**src/rtl/gen_lane_sched_pkg.sv**
```systemverilog
// gen_lane_sched_pkg: shared types and helpers for the lane scheduler.
//   state_e - scheduler FSM states (run / drain / done)
//   tag_t   - per-issue tag carried alongside the shared lane
//   rr_pick - round-robin one-hot pick starting at a pointer
package gen_lane_sched_pkg;

  // Sized for the largest supported requester count (16).
  localparam int unsigned MaxReq = 16;
  localparam int unsigned IdW    = 4;

  typedef enum logic [1:0] {
    StRun,
    StDrain,
    StDone
  } state_e;

  typedef struct packed {
    logic           vld;
    logic [IdW-1:0] id;
  } tag_t;

  // First asserted bit of valid at or above ptr, wrapping modulo num_req.
  function automatic logic [MaxReq-1:0] rr_pick(input logic [MaxReq-1:0] valid,
                                                input logic [IdW-1:0]    ptr,
                                                input int unsigned       num_req);
    logic [MaxReq-1:0] grant;
    logic [IdW-1:0]    idx;
    logic              found;
    grant = '0;
    idx   = '0;
    found = 1'b0;
    for (int unsigned i = 0; i < MaxReq; i++) begin
      if (i < num_req && !found) begin
        idx = IdW'((32'(ptr) + i) % num_req);
        if (valid[idx]) begin
          grant[idx] = 1'b1;
          found      = 1'b1;
        end
      end
    end
    return grant;
  endfunction

endpackage

```
**src/rtl/gen_lane_sched_if.sv**
```systemverilog
// gen_lane_sched_if: request / lane / response signals of the lane scheduler.
//   master - requester and lane side (drives req_valid, req_data, lane_y)
//   slave  - scheduler side (drives req_ready, lane_a, lane_a_valid, resp_*)
interface gen_lane_sched_if #(
  parameter int unsigned NUM_REQ = 4,
  parameter int unsigned DATA_W  = 1
);
  logic [NUM_REQ-1:0]        req_valid;
  logic [NUM_REQ*DATA_W-1:0] req_data;
  logic [NUM_REQ-1:0]        req_ready;
  logic [DATA_W-1:0]         lane_a;
  logic                      lane_a_valid;
  logic [DATA_W-1:0]         lane_y;
  logic [NUM_REQ-1:0]        resp_valid;
  logic [DATA_W-1:0]         resp_data;

  modport master (
    output req_valid, req_data, lane_y,
    input  req_ready, lane_a, lane_a_valid, resp_valid, resp_data
  );

  modport slave (
    input  req_valid, req_data, lane_y,
    output req_ready, lane_a, lane_a_valid, resp_valid, resp_data
  );
endinterface

```
**src/rtl/gen_lane_sched_rr.sv**
```systemverilog
// gen_lane_sched_rr: round-robin picker with its rotating pointer.
//   clk, rst   - clock, async active-high reset (pointer -> 0)
//   req_valid  - per-requester valid
//   enable     - allow a grant this cycle
//   grant      - one-hot grant (combinational)
//   grant_vld  - any grant this cycle
//   grant_id   - index of the granted requester
module gen_lane_sched_rr
  import gen_lane_sched_pkg::*;
#(
  parameter int unsigned NUM_REQ = 4
) (
  input  logic               clk,
  input  logic               rst,
  input  logic [NUM_REQ-1:0] req_valid,
  input  logic               enable,
  output logic [NUM_REQ-1:0] grant,
  output logic               grant_vld,
  output logic [IdW-1:0]     grant_id
);

  logic [IdW-1:0] ptr_q, ptr_d;

  always_comb begin
    grant = '0;
    if (enable) grant = NUM_REQ'(rr_pick(MaxReq'(req_valid), ptr_q, NUM_REQ));
    grant_vld = |grant;
    grant_id  = '0;
    for (int unsigned i = 0; i < NUM_REQ; i++) begin
      if (grant[i]) grant_id = IdW'(i);
    end
  end

  // Pointer moves just past the winner so it has lowest priority next time.
  always_comb begin
    ptr_d = ptr_q;
    if (grant_vld) begin
      ptr_d = (grant_id == IdW'(NUM_REQ - 1)) ? '0 : grant_id + IdW'(1);
    end
  end

  always_ff @(posedge clk or posedge rst) begin
    if (rst) ptr_q <= '0;
    else     ptr_q <= ptr_d;
  end

endmodule

```
**src/rtl/gen_lane_sched.sv**
```systemverilog
// gen_lane_sched: round-robin sharing of one fixed-latency lane among NUM_REQ requesters.
//   clk, rst    - clock, async active-high reset
//   bus         - gen_lane_sched_if.slave: req_valid/req_data/req_ready handshake,
//                 lane_a/lane_a_valid to the lane, lane_y back, resp_valid/resp_data out
//   flush       - level-sampled drain request
//   flush_done  - one-cycle pulse when the drain completes
//   busy        - transfers in flight or not in the run state
// Optional (macro GEN_LANE_SCHED_STATS_EN):
//   stats_clr   - synchronous clear of the grant counters
//   grant_cnt   - saturating 16-bit grant count per requester
module gen_lane_sched
  import gen_lane_sched_pkg::*;
#(
  parameter int unsigned NUM_REQ  = 4,
  parameter int unsigned DATA_W   = 1,
  parameter int unsigned LANE_LAT = 2
) (
  input  logic                  clk,
  input  logic                  rst,
  gen_lane_sched_if.slave       bus,
  input  logic                  flush,
  output logic                  flush_done,
  output logic                  busy
`ifdef GEN_LANE_SCHED_STATS_EN
  ,
  input  logic                  stats_clr,
  output logic [NUM_REQ*16-1:0] grant_cnt
`endif
);

  localparam int unsigned CntW = $clog2(LANE_LAT + 3);

  state_e             state_q, state_d;
  logic [NUM_REQ-1:0] grant;
  logic               grant_vld;
  logic [IdW-1:0]     grant_id;
  logic [DATA_W-1:0]  sel_data;
  logic [DATA_W-1:0]  lane_a_q, resp_data_q;
  logic [NUM_REQ-1:0] resp_valid_q;
  logic [CntW-1:0]    inflight_q, inflight_d;
  logic               resp_load;

  // tag_q[0] travels with lane_a; tag_q[LANE_LAT] lines up with lane_y.
  tag_t tag_q [LANE_LAT+1];

  gen_lane_sched_rr #(
    .NUM_REQ(NUM_REQ)
  ) u_rr (
    .clk      (clk),
    .rst      (rst),
    .req_valid(bus.req_valid),
    .enable   ((state_q == StRun) && !flush),
    .grant    (grant),
    .grant_vld(grant_vld),
    .grant_id (grant_id)
  );

  assign bus.req_ready    = grant;
  assign bus.lane_a       = lane_a_q;
  assign bus.lane_a_valid = tag_q[0].vld;
  assign bus.resp_valid   = resp_valid_q;
  assign bus.resp_data    = resp_data_q;
  assign resp_load        = tag_q[LANE_LAT].vld;

  always_comb begin
    sel_data = '0;
    for (int unsigned i = 0; i < NUM_REQ; i++) begin
      if (grant[i]) sel_data = bus.req_data[i*DATA_W +: DATA_W];
    end
  end

  always_comb begin
    inflight_d = inflight_q;
    unique case ({grant_vld, resp_load})
      2'b10:   inflight_d = inflight_q + CntW'(1);
      2'b01:   inflight_d = inflight_q - CntW'(1);
      default: inflight_d = inflight_q;
    endcase
  end

  always_ff @(posedge clk or posedge rst) begin
    if (rst) begin
      lane_a_q     <= '0;
      resp_valid_q <= '0;
      resp_data_q  <= '0;
      inflight_q   <= '0;
      for (int unsigned i = 0; i <= LANE_LAT; i++) tag_q[i] <= '0;
    end else begin
      if (grant_vld) lane_a_q <= sel_data;
      tag_q[0] <= '{vld: grant_vld, id: grant_id};
      for (int unsigned i = 1; i <= LANE_LAT; i++) tag_q[i] <= tag_q[i-1];
      resp_valid_q <= resp_load ? (NUM_REQ'(1) << tag_q[LANE_LAT].id) : '0;
      if (resp_load) resp_data_q <= bus.lane_y;
      inflight_q <= inflight_d;
    end
  end

  // FSM: state register
  always_ff @(posedge clk or posedge rst) begin
    if (rst) state_q <= StRun;
    else     state_q <= state_d;
  end

  // FSM: next state
  always_comb begin
    state_d = state_q;
    unique case (state_q)
      StRun:   if (flush) state_d = StDrain;
      // Issues are blocked from the flush cycle on, so the count covers everything pending.
      StDrain: if (inflight_q == '0) state_d = StDone;
      StDone:  state_d = StRun;
      default: state_d = StRun;
    endcase
  end

  // FSM: outputs
  always_comb begin
    flush_done = (state_q == StDone);
    busy       = (inflight_q != '0) || (state_q != StRun);
  end

`ifdef GEN_LANE_SCHED_STATS_EN
  logic [15:0] cnt_q [NUM_REQ];

  always_ff @(posedge clk or posedge rst) begin
    if (rst) begin
      for (int unsigned i = 0; i < NUM_REQ; i++) cnt_q[i] <= '0;
    end else begin
      for (int unsigned i = 0; i < NUM_REQ; i++) begin
        if (stats_clr)                         cnt_q[i] <= '0;
        else if (grant[i] && cnt_q[i] != '1)   cnt_q[i] <= cnt_q[i] + 16'd1;
      end
    end
  end

  always_comb begin
    grant_cnt = '0;
    for (int unsigned i = 0; i < NUM_REQ; i++) grant_cnt[i*16 +: 16] = cnt_q[i];
  end
`else
  // Grant statistics not built.
`endif

endmodule

```
**src/flat_wrapper.sv**
```systemverilog
// flat-port wrapper written by rule: the top's interface ports become plain ports
module gen_lane_sched_flat import gen_lane_sched_pkg::*;
#(
  parameter int unsigned NUM_REQ  = 4,
  parameter int unsigned DATA_W   = 1,
  parameter int unsigned LANE_LAT = 2
)
  (clk, rst, flush, flush_done, busy, bus_req_valid, bus_req_data, bus_lane_y, bus_req_ready, bus_lane_a, bus_lane_a_valid, bus_resp_valid, bus_resp_data);
  gen_lane_sched_if #(.NUM_REQ(NUM_REQ), .DATA_W(DATA_W)) bus_i ();
  input  logic clk;
  input  logic rst;
  input  logic flush;
  output logic flush_done;
  output logic busy;
  input wire logic [$bits(bus_i.req_valid)-1:0] bus_req_valid;
  input wire logic [$bits(bus_i.req_data)-1:0] bus_req_data;
  input wire logic [$bits(bus_i.lane_y)-1:0] bus_lane_y;
  output wire logic [$bits(bus_i.req_ready)-1:0] bus_req_ready;
  output wire logic [$bits(bus_i.lane_a)-1:0] bus_lane_a;
  output wire logic [$bits(bus_i.lane_a_valid)-1:0] bus_lane_a_valid;
  output wire logic [$bits(bus_i.resp_valid)-1:0] bus_resp_valid;
  output wire logic [$bits(bus_i.resp_data)-1:0] bus_resp_data;
  assign bus_i.req_valid = bus_req_valid;
  assign bus_i.req_data = bus_req_data;
  assign bus_i.lane_y = bus_lane_y;
  assign bus_req_ready = bus_i.req_ready;
  assign bus_lane_a = bus_i.lane_a;
  assign bus_lane_a_valid = bus_i.lane_a_valid;
  assign bus_resp_valid = bus_i.resp_valid;
  assign bus_resp_data = bus_i.resp_data;
  gen_lane_sched #(.NUM_REQ(NUM_REQ), .DATA_W(DATA_W), .LANE_LAT(LANE_LAT)) u_core (.clk(clk), .rst(rst), .bus(bus_i), .flush(flush), .flush_done(flush_done), .busy(busy));
endmodule
```
**config.mk**
```make
export PLATFORM = sky130hd
export DESIGN_NAME = gen_lane_sched_flat
export DESIGN_NICKNAME = d
export VERILOG_FILES = /design/src/rtl/gen_lane_sched_pkg.sv /design/src/rtl/gen_lane_sched_if.sv /design/src/rtl/gen_lane_sched_rr.sv /design/src/rtl/gen_lane_sched.sv /design/src/flat_wrapper.sv
export SDC_FILE = /design/constraint.sdc
export NUM_CORES = 1
export LEC_CHECK = 0
export CORE_MARGIN = 2
export CORE_UTILIZATION = 35
export CTS_BUF_LIST = sky130_fd_sc_hd__clkbuf_4 sky130_fd_sc_hd__clkbuf_8
export CTS_CLUSTER_SIZE = 8
export DETAILED_ROUTE_END_ITERATION = 8
export GPL_TIMING_DRIVEN = 0
export MAX_ROUTING_LAYER = met4
export PLACE_DENSITY = 0.66
export SLEW_MARGIN = 20
export SYNTH_ARGS = -nofsm -noshare
export SYNTH_HDL_FRONTEND = slang
export SYNTH_HIERARCHICAL = 1
export SYNTH_SLANG_ARGS = --single-unit
```
**constraint.sdc**
```tcl
create_clock -name clk -period 4.1 [get_ports clk]
set_input_delay 0.615 -clock clk [delete_from_list [all_inputs] [get_ports clk]]
set_output_delay 0.615 -clock clk [all_outputs]
set_load 0.01 [all_outputs]
```
==> impl_metrics.yaml, run 1 <==
outcome:
  result_of_the_run: "complete, no violations"
clocking:
  clk_transition_reported_paths_ns: 0.09
  cts_inserted_buffers: 3
  post_cts_hold_fix_bufs: 0
  clock_tree.buffer_depth: 2
  cts_tree: "done"
  clock_tree.htree_level_count: 1
  clkLatencyLatePin_ns: 0.27
  cts_sinks: 28
  cts_root_buf: "sky130_fd_sc_hd__clkbuf_8"
critical_path:
  timing.critical_path.to_type: "primary output"
  timing.critical_path.arrival_ns: 3.30
  worstPathRequired_ns: 3.48
  critical_path_slowest_stage_cell: "sky130_fd_sc_hd__mux4_2"
  worst-path-max-fanout: 7
  critical-path-max-stage-delay_ns: 0.59
  path_buf_inv: 4
  critPathKind: "reg2out"
  worstPathCellList: "buf_6 > inv_1 > ha_1 > mux4_2 > nor2_1 > a222oi_1 > buf_4 > nor2_1 > clkdlybuf4s50_1"
  startpoint_type: "register"
  cpLargestDelayFamily: "buffers and inverters"
  critical-path-top-cell-by-count: "sky130_fd_sc_hd__nor2_1"
sta:
  grt_setup_unrepaired: "no"
  setup_violations: 0
  fmaxAchievable_mhz: 256
  drv_slew: 0
  min_period_over_period_pct: 95.4
  setup_slack_ns: 0.187
  timing.max_slew.rel_slack_pct: 40.3
  report.final.hold_viol_count: 0
  finalClockSkew_ns: 0.00552
  tightest_slew_ns: 0.891
  final.setup.tns_ns: 0
  finalWorstPathRequiredPeriod_ns: 3.91
routing:
  detail_route.first_pass.iterations: 4
  met2_wirelength_um: 1420
  initialDrtViolationCount: 59
  top_layer: "met4"
  detail-route-antenna-nets: 0
  met1_length_um: 1110
  detail_route.drc_violations: 0
  post_drt_wl_per_cell_um: 12.9
  routed_via_count_divided_by_cell_count: 5.04
  routed_wirelength_um: 2670
  total_via_count_in_the_routed_design: 1043
  route.met3.wl_um: 115
global_routing:
  grt_max_degree: 27
  via_count_of_the_first_global_routing_pass: 995
  grt_overflow_total: 0
  grt_antenna_before_repair: 0
  grt_pass1_wl_um: 4340
  globalRouteTotalUtil_pct: 12.8
pwr:
  power_per_cell_area_nw_per_um2: 607
  total_leakage_power_nw: 0.826
  power.ir.vdd_worst_v: 0.000248
yosys:
  synth_async_reset_ratio_pct: 100
  syn_area_per_cell_um2: 11.6
  number_of_instances_in_the_synthesized_netlist: 123
  synth_seq_cells: 28
  mappedNetlistArea_um2: 1430
  synth_top_cell_area_share_pct: 49.0
  synth-seq-area-share_pct: 49.0
  synthDistinctLibCells: 38
  top_cells_by_area_in_the_synthesized_netlist: "sky130_fd_sc_hd__dfrtp_1 49%, sky130_fd_sc_hd__ha_1 7.9%, sky130_fd_sc_hd__mux4_2 4.7%"
  synth_flop_cell: "sky130_fd_sc_hd__dfrtp_1"
  post_synth_edffs: 0
  synth.yosys.warnings: 6
  synth_top_area_cell: "sky130_fd_sc_hd__dfrtp_1"
die:
  initial_utilization_pct: 36.0
  num_io_pins: 25
  die_w_um: 67.9
  placementRows: 23
  design.die.area_um2: 4610
  die_h_um: 67.9
  core_region_area_um2: 3970
finish:
  num-fill-cells: 380
  nets: 180
  area.growth.synth_to_final_pct: 29.1
  post-route-util_pct: 46.4
  drive_above_1_share_pct: 13.4
  register_area_um2: 701
  finalNonFillerCells: 207
  multiInputGateArea_um2: 661
  final_cell_area_um2: 1840
  antenna-diode-count: 0
placement:
  placedCellCount: 198
  placement.cell_area_um2: 1740
  post-place-ws_ns: -0.0250
  gp_congestion: 0.771
  numPortBuffers: 24
  estimated_wirelength_of_the_detail_placed_design_um: 2100
flow_run:
  maxCapViolations: 0
min_path:
  min-delay-path-class: "reg2reg"
==> through the flow <==
| step | hold WS [ns] | total power (W) |
|---|---|---|
| 6_report | 0.355 | 0.00112 |
| 2_1_floorplan | 0.331 | 0.000737 |
| 3_5_place_dp | 0.335 | 0.000885 |
| 5_1_grt | 0.366 | 0.00120 |
| 4_1_cts | 0.356 | 0.00110 |
| 3_3_place_gp | 0.332 | 0.000858 |
==> synth_stat cells, types with 2 or more instances <==
| cell type | n |
|---|---|
| sky130_fd_sc_hd__xor2_1 | 2 |
| sky130_fd_sc_hd__a21oi_1 | 3 |
| sky130_fd_sc_hd__nor2b_1 | 2 |
| sky130_fd_sc_hd__inv_1 | 12 |
| sky130_fd_sc_hd__o22ai_1 | 2 |
| sky130_fd_sc_hd__ha_1 | 9 |
| sky130_fd_sc_hd__dfrtp_1 | 28 |
| sky130_fd_sc_hd__o221ai_1 | 2 |
| sky130_fd_sc_hd__mux2i_1 | 4 |
| sky130_fd_sc_hd__nand2_1 | 13 |
| sky130_fd_sc_hd__buf_4 | 2 |
| sky130_fd_sc_hd__and3b_1 | 2 |
| sky130_fd_sc_hd__o21ai_0 | 4 |
| sky130_fd_sc_hd__mux2_2 | 2 |
| sky130_fd_sc_hd__a222oi_1 | 2 |
| sky130_fd_sc_hd__nor2_1 | 10 |
| sky130_fd_sc_hd__mux4_2 | 3 |
==> cell families (layout without fill, tap and decap cells) <==
group           count (synthesis)  count (layout)  synth area share (%)
other cells                     1               2                 0.262
mux                            10              10                  10.9
buf+inv                        15              48                  4.99
flops                          28              28                  49.0
simple gates                   34              34                  12.0
compound gates                 22              22                  11.6
xor+xnor                        3               3                  1.84
fa+ha+maj                      10              10                  9.28
==> layer usage <==
layer  up-vias  track usage [%]
li1        498                -
met1       517             14.2
met4         0             4.50
met3         2             1.97
met2        26             23.4
met5         -                -
==> power by group <==
| group | leakage (nW) | switching [W] | internal (W) | total, W |
|---|---|---|---|---|
| Sequential | 0.355 | 0.0000568 | 0.000350 | 0.000407 |
| Clock | 0.0357 | 0.0000798 | 0.000131 | 0.000210 |
| Combinational | 0.436 | 0.000248 | 0.000255 | 0.000502 |
==> flip-flops by register name (all words and copies together) (netlist names) <==
| name | cells |
|---|---|
| u_core/tag_q | 13 |
| u_core/bus.resp_valid | 4 |
| u_core/inflight_q | 3 |
| u_core/state_q | 2 |
| u_core/u_rr/ptr_q | 2 |
| u_core/bus.lane_a | 1 |
| u_core/bus.lane_a_valid | 1 |
| u_core/bus.resp_data | 1 |
| u_core/resp_load | 1 |
==> final cells by class <==
type	count	share of cell area, %
plain buffers	3	1.42
clock buffers	3	2.24
clock inverters	1	1.63
inverters	12	2.44
multi-input cells	81	35.8
flip-flops and latches	28	38.0
well taps	50	3.39
repair buffers	29	15.1
==> placed cells by master, fill, tap and decap left out, drive strengths merged, types with 2 or more instances in the layout <==
cell type | synthesis | routed
mux2 | 2 | 2
and3b | 2 | 2
nor3 | 2 | 2
buf | 3 | 8
clkdlybuf4s50 | 0 | 24
dfrtp | 28 | 28
nand2 | 13 | 13
inv | 12 | 11
mux4 | 4 | 4
a21oi | 3 | 3
nor2b | 2 | 2
ha | 9 | 9
o22ai | 2 | 2
o21ai | 5 | 5
nor2 | 10 | 10
mux2i | 4 | 4
xor2 | 2 | 2
clkbuf | 0 | 3
a222oi | 2 | 2
o221ai | 2 | 2
conb | 1 | 2
==> worst paths after layout <==
check,startpoint,to,slack [ns],cells past startpoint
setup / recovery,u_core/u_rr/ptr_q[0]$_DFFE_PP0P_,bus_req_ready[3],0.19,9
hold / removal,u_core/tag_q[7]$_DFF_PP0_,u_core/tag_q[2]$_DFF_PP0_,0.36,0
setup reg to reg,u_core/u_rr/ptr_q[0]$_DFFE_PP0P_,u_core/inflight_q[2]$_DFFE_PP0P_,0.34,15
hold reg to reg,u_core/tag_q[7]$_DFF_PP0_,u_core/tag_q[2]$_DFF_PP0_,0.36,0
max in group asynchronous,rst,u_core/inflight_q[0]$_DFFE_PP0P_,2.92,2
min in group asynchronous,rst,u_core/u_rr/ptr_q[0]$_DFFE_PP0P_,0.53,2
==> timing repair <==
| item | 4_1_cts | 5_1_grt |
|---|---|---|
| buffers inserted | 0 | 5 |
| setup endpoints to repair | 0 | 3 |
| resized for setup | 0 | 0 |
| hold endpoints to repair | 0 | 0 |
Power figures use the tool's default switching activity.
==> inputs of run 2 (changes only) <==
Settings changed: CORE_UTILIZATION 35 to 54, HOLD_SLACK_MARGIN set to 0.02, PLACE_DENSITY 0.66 to 0.9.
==> run 2 against run 1 <==
Net effect: fmax down 2.6%; power is 2.4% lower; flip-flop and latch count unchanged; global-route usage up 7.8 points; sequential power increased by 1%; clock power decreased by 16%; register-to-register slack got worse by 0.20 ns; first-iteration DRC count shrank 22%; hold slack better by 0.010 ns; highest routed layer unchanged.
==> impl_metrics.yaml, run 2 (synthesized netlist as in run 1, its figures left out) <==
finish:
  nets: 178
  final_cell_area_um2: 1790
  layout.cells.most_common_list: "26 x sky130_fd_sc_hd__dfrtp_1, 24 x sky130_fd_sc_hd__clkdlybuf4s50_1, 13 x sky130_fd_sc_hd__nand2_1"
  post-route-util_pct: 71.5
  drive_above_1_share_pct: 13.5
  layout.cells.most_common: "sky130_fd_sc_hd__dfrtp_1"
  antenna-diode-count: 0
  flip_flop_count_of_the_largest_register_all_copies_and_words_added: 13
  largest_register: "u_core/tag_q"
  finalNonFillerCells: 185
  area.growth.synth_to_final_pct: 25.1
clocking:
  post_cts_hold_fix_bufs: 0
  cts_inserted_buffers: 3
  clock_tree.htree_level_count: 1
  cts_root_buf: "sky130_fd_sc_hd__clkbuf_4"
  clk_transition_reported_paths_ns: 0.14
  clock_tree.buffer_depth: 2
  cts_tree: "done"
  clkLatencyLatePin_ns: 0.32
  cts_sinks: 28
routing:
  detail_route.drc_violations: 0
  detail-route-antenna-nets: 0
  routed_wirelength_um: 2900
  routed_via_count_divided_by_cell_count: 5.70
  post_drt_wl_per_cell_um: 15.7
  detail_route.first_pass.iterations: 5
  total_via_count_in_the_routed_design: 1054
  initialDrtViolationCount: 46
critical_path:
  r2r-start: "u_core/u_rr/ptr_q[0]$_DFFE_PP0P_"
  startpoint_type: "register"
  cpLargestDelayFamily: "buffers and inverters"
  critical-path-max-stage-delay_ns: 0.60
  timing.critical_path.arrival_ns: 3.40
  worst-path-max-fanout: 7
  critical_path_slowest_stage_cell: "sky130_fd_sc_hd__mux4_2"
  path_buf_inv: 5
  r2r_setup_slack_ns: 0.14
  worstPathCellList: "buf_6 > inv_1 > ha_1 > mux4_2 > nor2_1 > a222oi_1 > buf_4 > buf_4 > nor2_1 > clkdlybuf4s50_1"
  startpoint: "u_core/u_rr/ptr_q[0]$_DFFE_PP0P_"
  critPathKind: "reg2out"
  timing.critical_path.to_type: "primary output"
  worstPathRequired_ns: 3.48
die:
  initial_utilization_pct: 57.2
  design.die.area_um2: 3070
  die_w_um: 55.4
  num_io_pins: 25
  die_h_um: 55.4
  placementRows: 18
  core_region_area_um2: 2500
sta:
  finalClockSkew_ns: 0.00482
  fmaxAchievable_mhz: 249
  grt_setup_unrepaired: "yes"
  timing.max_slew.rel_slack_pct: 41.4
  min_period_over_period_pct: 98.0
  report.final.hold_viol_count: 0
  tightest_slew_ns: 0.874
  setup_violations: 0
  finalWorstPathRequiredPeriod_ns: 4.02
  drv_slew: 0
  worst_hold_slack_ns: 0.366
placement:
  placement.cell_area_um2: 1710
  estimated_wirelength_of_the_detail_placed_design_um: 2140
  numPortBuffers: 24
  placedCellCount: 178
  gp_congestion: 0.843
outcome:
  result_of_the_run: "complete, no violations"
global_routing:
  grt_antenna_before_repair: 0
  globalRouteTotalUtil_pct: 20.6
  grt_pass1_wl_um: 4800
  via_count_of_the_first_global_routing_pass: 1064
  grt_max_degree: 27
  grt_overflow_total: 0
flow_run:
  maxCapViolations: 0
pwr:
  power.combinational.fraction_pct: 46.3
  total_leakage_power_nw: 0.806
  switchingPower_w: 0.000395
  seq_power_share_pct: 37.6
  clk_pwr_share_pct: 16.1
  internal_power_w: 0.000697
  switching_share_pct: 36.2
  post_route_total_power_w: 0.00109
  power.ir.vdd_worst_v: 0.000476
  power_per_cell_area_nw_per_um2: 611
min_path:
  worstHoldStart: "u_core/tag_q[11]$_DFF_PP0_"
  min-delay-path-class: "reg2reg"
==> run 2: timing repair <==
action | in CTS | in global routing
pin swaps | 1 | 0
hold endpoints to repair | 0 | 0
cloned | 0 | 0
setup endpoints to repair | 2 | 2
setup buffers | 3 | 0
resized for setup | 0 | 2
==> run 2: power by group through the flow <==
stage	Combinational [W]	Clock (W)	Sequential, W
4_1_cts	0.000498	0.000182	0.000409
5_1_grt	0.000547	0.000193	0.000422
3_5_place_dp	0.000476	0	0.000415
6_report	0.000506	0.000176	0.000411
2_1_floorplan	0.000330	0	0.000407
3_3_place_gp	0.000446	0	0.000406
==> run 2: path summary, 6_finish.rpt <==
check	endpoint	depth (start not counted)
worst max-delay path	bus_req_ready[3]	10
worst min-delay path	u_core/tag_q[6]$_DFF_PP0_	0
worst max register to register	u_core/inflight_q[2]$_DFFE_PP0P_	14
worst min register to register	u_core/tag_q[6]$_DFF_PP0_	0
max in group asynchronous	u_core/state_q[0]$_DFFE_PP0P_	2
min in group asynchronous	u_core/u_rr/ptr_q[1]$_DFFE_PP0P_	2
==> run 2: layout make-up <==
cell class | instances | area (µm²)
fill | 182 | 712
sequential | 28 | 703
multi-input combinational | 81 | 661
timing repair buffer | 27 | 263
inverter | 12 | 45.0
tap | 30 | 37.5
clock inverter | 1 | 30.0
buffer | 3 | 26.3
clock buffer | 3 | 22.5
==> run 2: routing by layer <==
metal / wire [µm] / part of all wire (%) / track usage [%] / vias up
met5: 0 / 0 / - / -
met4: 59 / 2.0 / 8.01 / 0
met3: 116 / 4.0 / 3.51 / 8
met2: 1500 / 52 / 36.1 / 35
met1: 1220 / 42 / 23.6 / 516
li1: - / - / - / 495
==> run 2: stage by stage <==
stage                     TNS [ns]  setup WS (ns)
after detailed placement    -0.158         -0.158
after global routing        -0.127        -0.0659
after global placement           0         0.0161
final                            0         0.0828
after floorplan                  0          0.469
after CTS                        0         0.0522
==> inputs of run 3 (changes only) <==
--- a/config.mk
+++ b/config.mk
@@ -8,3 +8,3 @@
 export CORE_MARGIN = 2
-export CORE_UTILIZATION = 54
+export CORE_UTILIZATION = 53
 export CTS_BUF_LIST = sky130_fd_sc_hd__clkbuf_4 sky130_fd_sc_hd__clkbuf_8
@@ -15,3 +15,3 @@
 export MAX_ROUTING_LAYER = met4
-export PLACE_DENSITY = 0.9
+export PLACE_DENSITY = 0.91
 export SLEW_MARGIN = 20
@@ -19,3 +19,2 @@
 export SYNTH_HDL_FRONTEND = slang
-export SYNTH_HIERARCHICAL = 1
 export SYNTH_SLANG_ARGS = --single-unit
==> constraint.sdc (replaced) <==
create_clock -name clk -period 4.1 [get_ports clk]
set_input_delay 0.41 -clock clk [delete_from_list [all_inputs] [get_ports clk]]
set_output_delay 0.41 -clock clk [all_outputs]
set_load 0.01 [all_outputs]
==> run 3 against run 2 <==
Net effect: fmax up 5.5%; combinational power decreased by 2%; sequential share of layout area shrank 3.8 points; die area shrank 11%; utilization down 1.4 points; clock skew is 0.0017 ns lower; power decreased by 13%; critical path type is now reg2reg.
==> impl_metrics.yaml, run 3 <==
sta:
  setup_violations: 0
  drv_slew: 0
  min_period_over_period_pct: 92.9
  fmaxAchievable_mhz: 263
  tightest_slew_ns: 0.777
  grt_setup_unrepaired: "no"
  report.final.hold_viol_count: 0
  finalClockSkew_ns: 0.00316
  timing.max_slew.rel_slack_pct: 48.1
  final.setup.tns_ns: 0
  finalWorstPathRequiredPeriod_ns: 3.81
yosys:
  synth_top_family_by_area: "simple AND/OR/NAND/NOR gates"
  synth_mux_area_share_pct: 11.0
  synthesis.nets: 124
  mappedNetlistArea_um2: 1240
  synth_compound_area_share_pct: 10.2
  number_of_instances_in_the_synthesized_netlist: 102
  synth_top_area_cell: "sky130_fd_sc_hd__dfrtp_1"
  post_synth_edffs: 0
  synth.yosys.warnings: 0
  post_synth_xor_area_fraction_pct: 2.12
  syn_area_per_cell_um2: 12.2
  synth-seq-area-share_pct: 44.4
  synth_flop_cell: "sky130_fd_sc_hd__dfrtp_1"
  synth-adder-area-share_pct: 10.7
  synthDistinctLibCells: 35
  post-synth-top-count-cell: "sky130_fd_sc_hd__dfrtp_1"
  top_cells_by_area_in_the_synthesized_netlist: "sky130_fd_sc_hd__dfrtp_1 44%, sky130_fd_sc_hd__ha_1 9.1%, sky130_fd_sc_hd__mux4_2 7.3%"
  synth_async_reset_ratio_pct: 100
  synth_common_cells: "22 x sky130_fd_sc_hd__dfrtp_1, 12 x sky130_fd_sc_hd__nand2_1, 9 x sky130_fd_sc_hd__ha_1"
  synth_top_cell_area_share_pct: 44.4
  synth-simple-area-share_pct: 17.4
  synth_seq_cells: 22
global_routing:
  via_count_of_the_first_global_routing_pass: 865
  grt_max_degree: 23
  globalRouteTotalUtil_pct: 21.1
  grt_antenna_before_repair: 0
  grt_overflow_total: 0
  grt_pass1_wl_um: 3960
finish:
  drive_above_1_share_pct: 14.6
  largest_register: "u_core.tag_q"
  layout.cells.most_common: "sky130_fd_sc_hd__clkdlybuf4s50_1"
  antenna-diode-count: 0
  flip_flop_count_of_the_largest_register_all_copies_and_words_added: 7
  nets: 153
  area.growth.synth_to_final_pct: 25.1
  layout.cells.most_common_list: "24 x sky130_fd_sc_hd__clkdlybuf4s50_1, 22 x sky130_fd_sc_hd__dfrtp_1, 12 x sky130_fd_sc_hd__nand2_1"
routing:
  met2_wirelength_um: 1280
  routed_via_count_divided_by_cell_count: 5.51
  routed_wirelength_um: 2370
  detail_route.first_pass.iterations: 4
  total_via_count_in_the_routed_design: 871
  detail_route.drc_violations: 0
  initialDrtViolationCount: 10
  detail-route-antenna-nets: 0
  route.met3.wl_um: 106
  met1_length_um: 927
  top_layer: "met4"
  post_drt_wl_per_cell_um: 15.0
pwr:
  clk_pwr_share_pct: 12.0
  power.combinational.fraction_pct: 52.0
  total_leakage_power_nw: 0.712
  switchingPower_w: 0.000363
  power_per_cell_area_nw_per_um2: 615
  post_route_total_power_w: 0.000955
  power.ir.vdd_worst_v: 0.000437
  seq_power_share_pct: 35.9
  switching_share_pct: 38.0
  internal_power_w: 0.000591
placement:
  gp_congestion: 0.733
  estimated_wirelength_of_the_detail_placed_design_um: 1910
  numPortBuffers: 24
clocking:
  cts_inserted_buffers: 3
  post_cts_hold_fix_bufs: 0
  clk_transition_reported_paths_ns: 0.11
  cts_sinks: 22
  clock_tree.buffer_depth: 2
  clock_tree.htree_level_count: 1
  clkLatencyLatePin_ns: 0.30
  post_cts_resize_count: 0
  cts_root_buf: "sky130_fd_sc_hd__clkbuf_4"
  cts_tree: "done"
min_path:
  min-delay-path-class: "reg2reg"
  worstHoldStart: "u_core.tag_q[11]$_DFF_PP0_"
die:
  design.die.area_um2: 2740
  placementRows: 17
  initial_utilization_pct: 56.1
  die_w_um: 52.4
  core_region_area_um2: 2210
  die_h_um: 52.4
  num_io_pins: 25
outcome:
  result_of_the_run: "complete, no violations"
critical_path:
  worstPathCellList: "buf_6 > inv_1 > ha_1 > mux4_2 > nor4b_4 > a22oi_1 > a21oi_2 > nor4_4 > ha_1 > inv_1 > fa_1 > xor2_1 > nor2_1 > xor2_1"
  critical_path_slowest_stage_cell: "sky130_fd_sc_hd__mux4_2"
  critical-path-max-stage-delay_ns: 0.51
  path_buf_inv: 3
  timing.critical_path.arrival_ns: 4.05
  worst-path-max-fanout: 6
  cpLargestDelayFamily: "adder cells"
  startpoint_type: "register"
  critPathKind: "reg2reg"
  r2r-start: "u_core.u_rr.ptr_q[0]$_DFFE_PP0P_"
  worstPathRequired_ns: 4.34
  startpoint: "u_core.u_rr.ptr_q[0]$_DFFE_PP0P_"
  timing.critical_path.to_type: "register"
flow_run:
  maxCapViolations: 0
==> run 3: cell count changes after synthesis, moves of 3 or more <==
cell                      delta
sky130_fd_sc_hd__a21oi_1     -3
sky130_fd_sc_hd__a22oi_1     +3
sky130_fd_sc_hd__dfrtp_1     -6
sky130_fd_sc_hd__inv_1       -4
sky130_fd_sc_hd__nor2_1      -7
sky130_fd_sc_hd__o21a_1      +3
sky130_fd_sc_hd__o21ai_0     -3
sky130_fd_sc_hd__or3_1       +3
==> run 3: area by class of cell <==
class / instances / area (µm²)
fillers: 148 / 661
multi-input cells: 70 / 637
flip-flops and latches: 22 / 551
repair buffers: 24 / 240
clock buffers: 4 / 36.3
well taps: 28 / 35.0
inverters: 8 / 30.0
plain buffers: 2 / 22.5
==> run 3: cells by family (layout without fill, tap and decap cells) <==
kind of cell,Yosys count,after routing
xor+xnor,3,3
mux,8,8
compound gates,15,15
flops,22,22
buf+inv,10,38
fa+ha+maj,10,10
simple gates,34,34
==> run 3: through the flow <==
| stage | instance area, µm² | util (%) | std cells | setup WS, ns | hold slack [ns] |
|---|---|---|---|---|---|
| after detailed placement | 1520 | 68.5 | 154 | 0.320 | 0.335 |
| after floorplan | 1240 | - | 102 | 0.601 | 0.331 |
| after CTS | 1550 | 70.1 | 158 | 0.259 | 0.362 |
| final | 1550 | 70.1 | 158 | 0.292 | 0.360 |
| after global routing | 1550 | 70.1 | 158 | 0.0447 | 0.380 |
| after global placement | 1520 | 68.5 | 154 | 0.366 | 0.333 |
==> run 3: path summary, 6_finish.rpt <==
check / endpoint / slack, ns / cells past startpoint
max: u_core.inflight_q[2]$_DFFE_PP0P_ / 0.29 / 14
min: u_core.tag_q[6]$_DFF_PP0_ / 0.36 / 0
max reg2reg: u_core.inflight_q[2]$_DFFE_PP0P_ / 0.29 / 14
min reg2reg: u_core.tag_q[6]$_DFF_PP0_ / 0.36 / 0
max in group asynchronous: u_core.tag_q[5]$_DFF_PP0_ / 3.07 / 2
min in group asynchronous: u_core.bus.lane_a_valid$_DFF_PP0_ / 0.55 / 2
==> run 3: repair_timing <==
action,CTS,global route
buffers inserted,0,0
hold endpoints to repair,0,0
setup endpoints to repair,0,1
==> run 3: power groups by stage <==
| stage | combinational (W) | sequential, W | clock, W |
|---|---|---|---|
| after floorplan | 0.000361 | 0.000342 | 0 |
| after global placement | 0.000465 | 0.000341 | 0 |
| after detailed placement | 0.000494 | 0.000348 | 0 |
| after CTS | 0.000498 | 0.000343 | 0.000121 |
| after global routing | 0.000541 | 0.000355 | 0.000131 |
| final | 0.000496 | 0.000343 | 0.000115 |
==> run 3: metal layers <==
layer  global-route usage [%]  vias up
met3                     6.86        6
met1                     21.8      430
met5                        -        -
met2                     37.1       22
met4                     8.12        0
li1                         -      413
==> run 3: worst register-to-register path: cells and delay by family (launching register included) <==
family	cells	cell delay [ns]
adder cells (fa/ha/maj)	3	0.97
AND/OR/NAND/NOR	3	0.72
multiplexers	1	0.51
AO/OA/AOI/OAI	2	0.48
flip-flops	1	0.46
XOR/XNOR	2	0.32
buffers and inverters	3	0.30
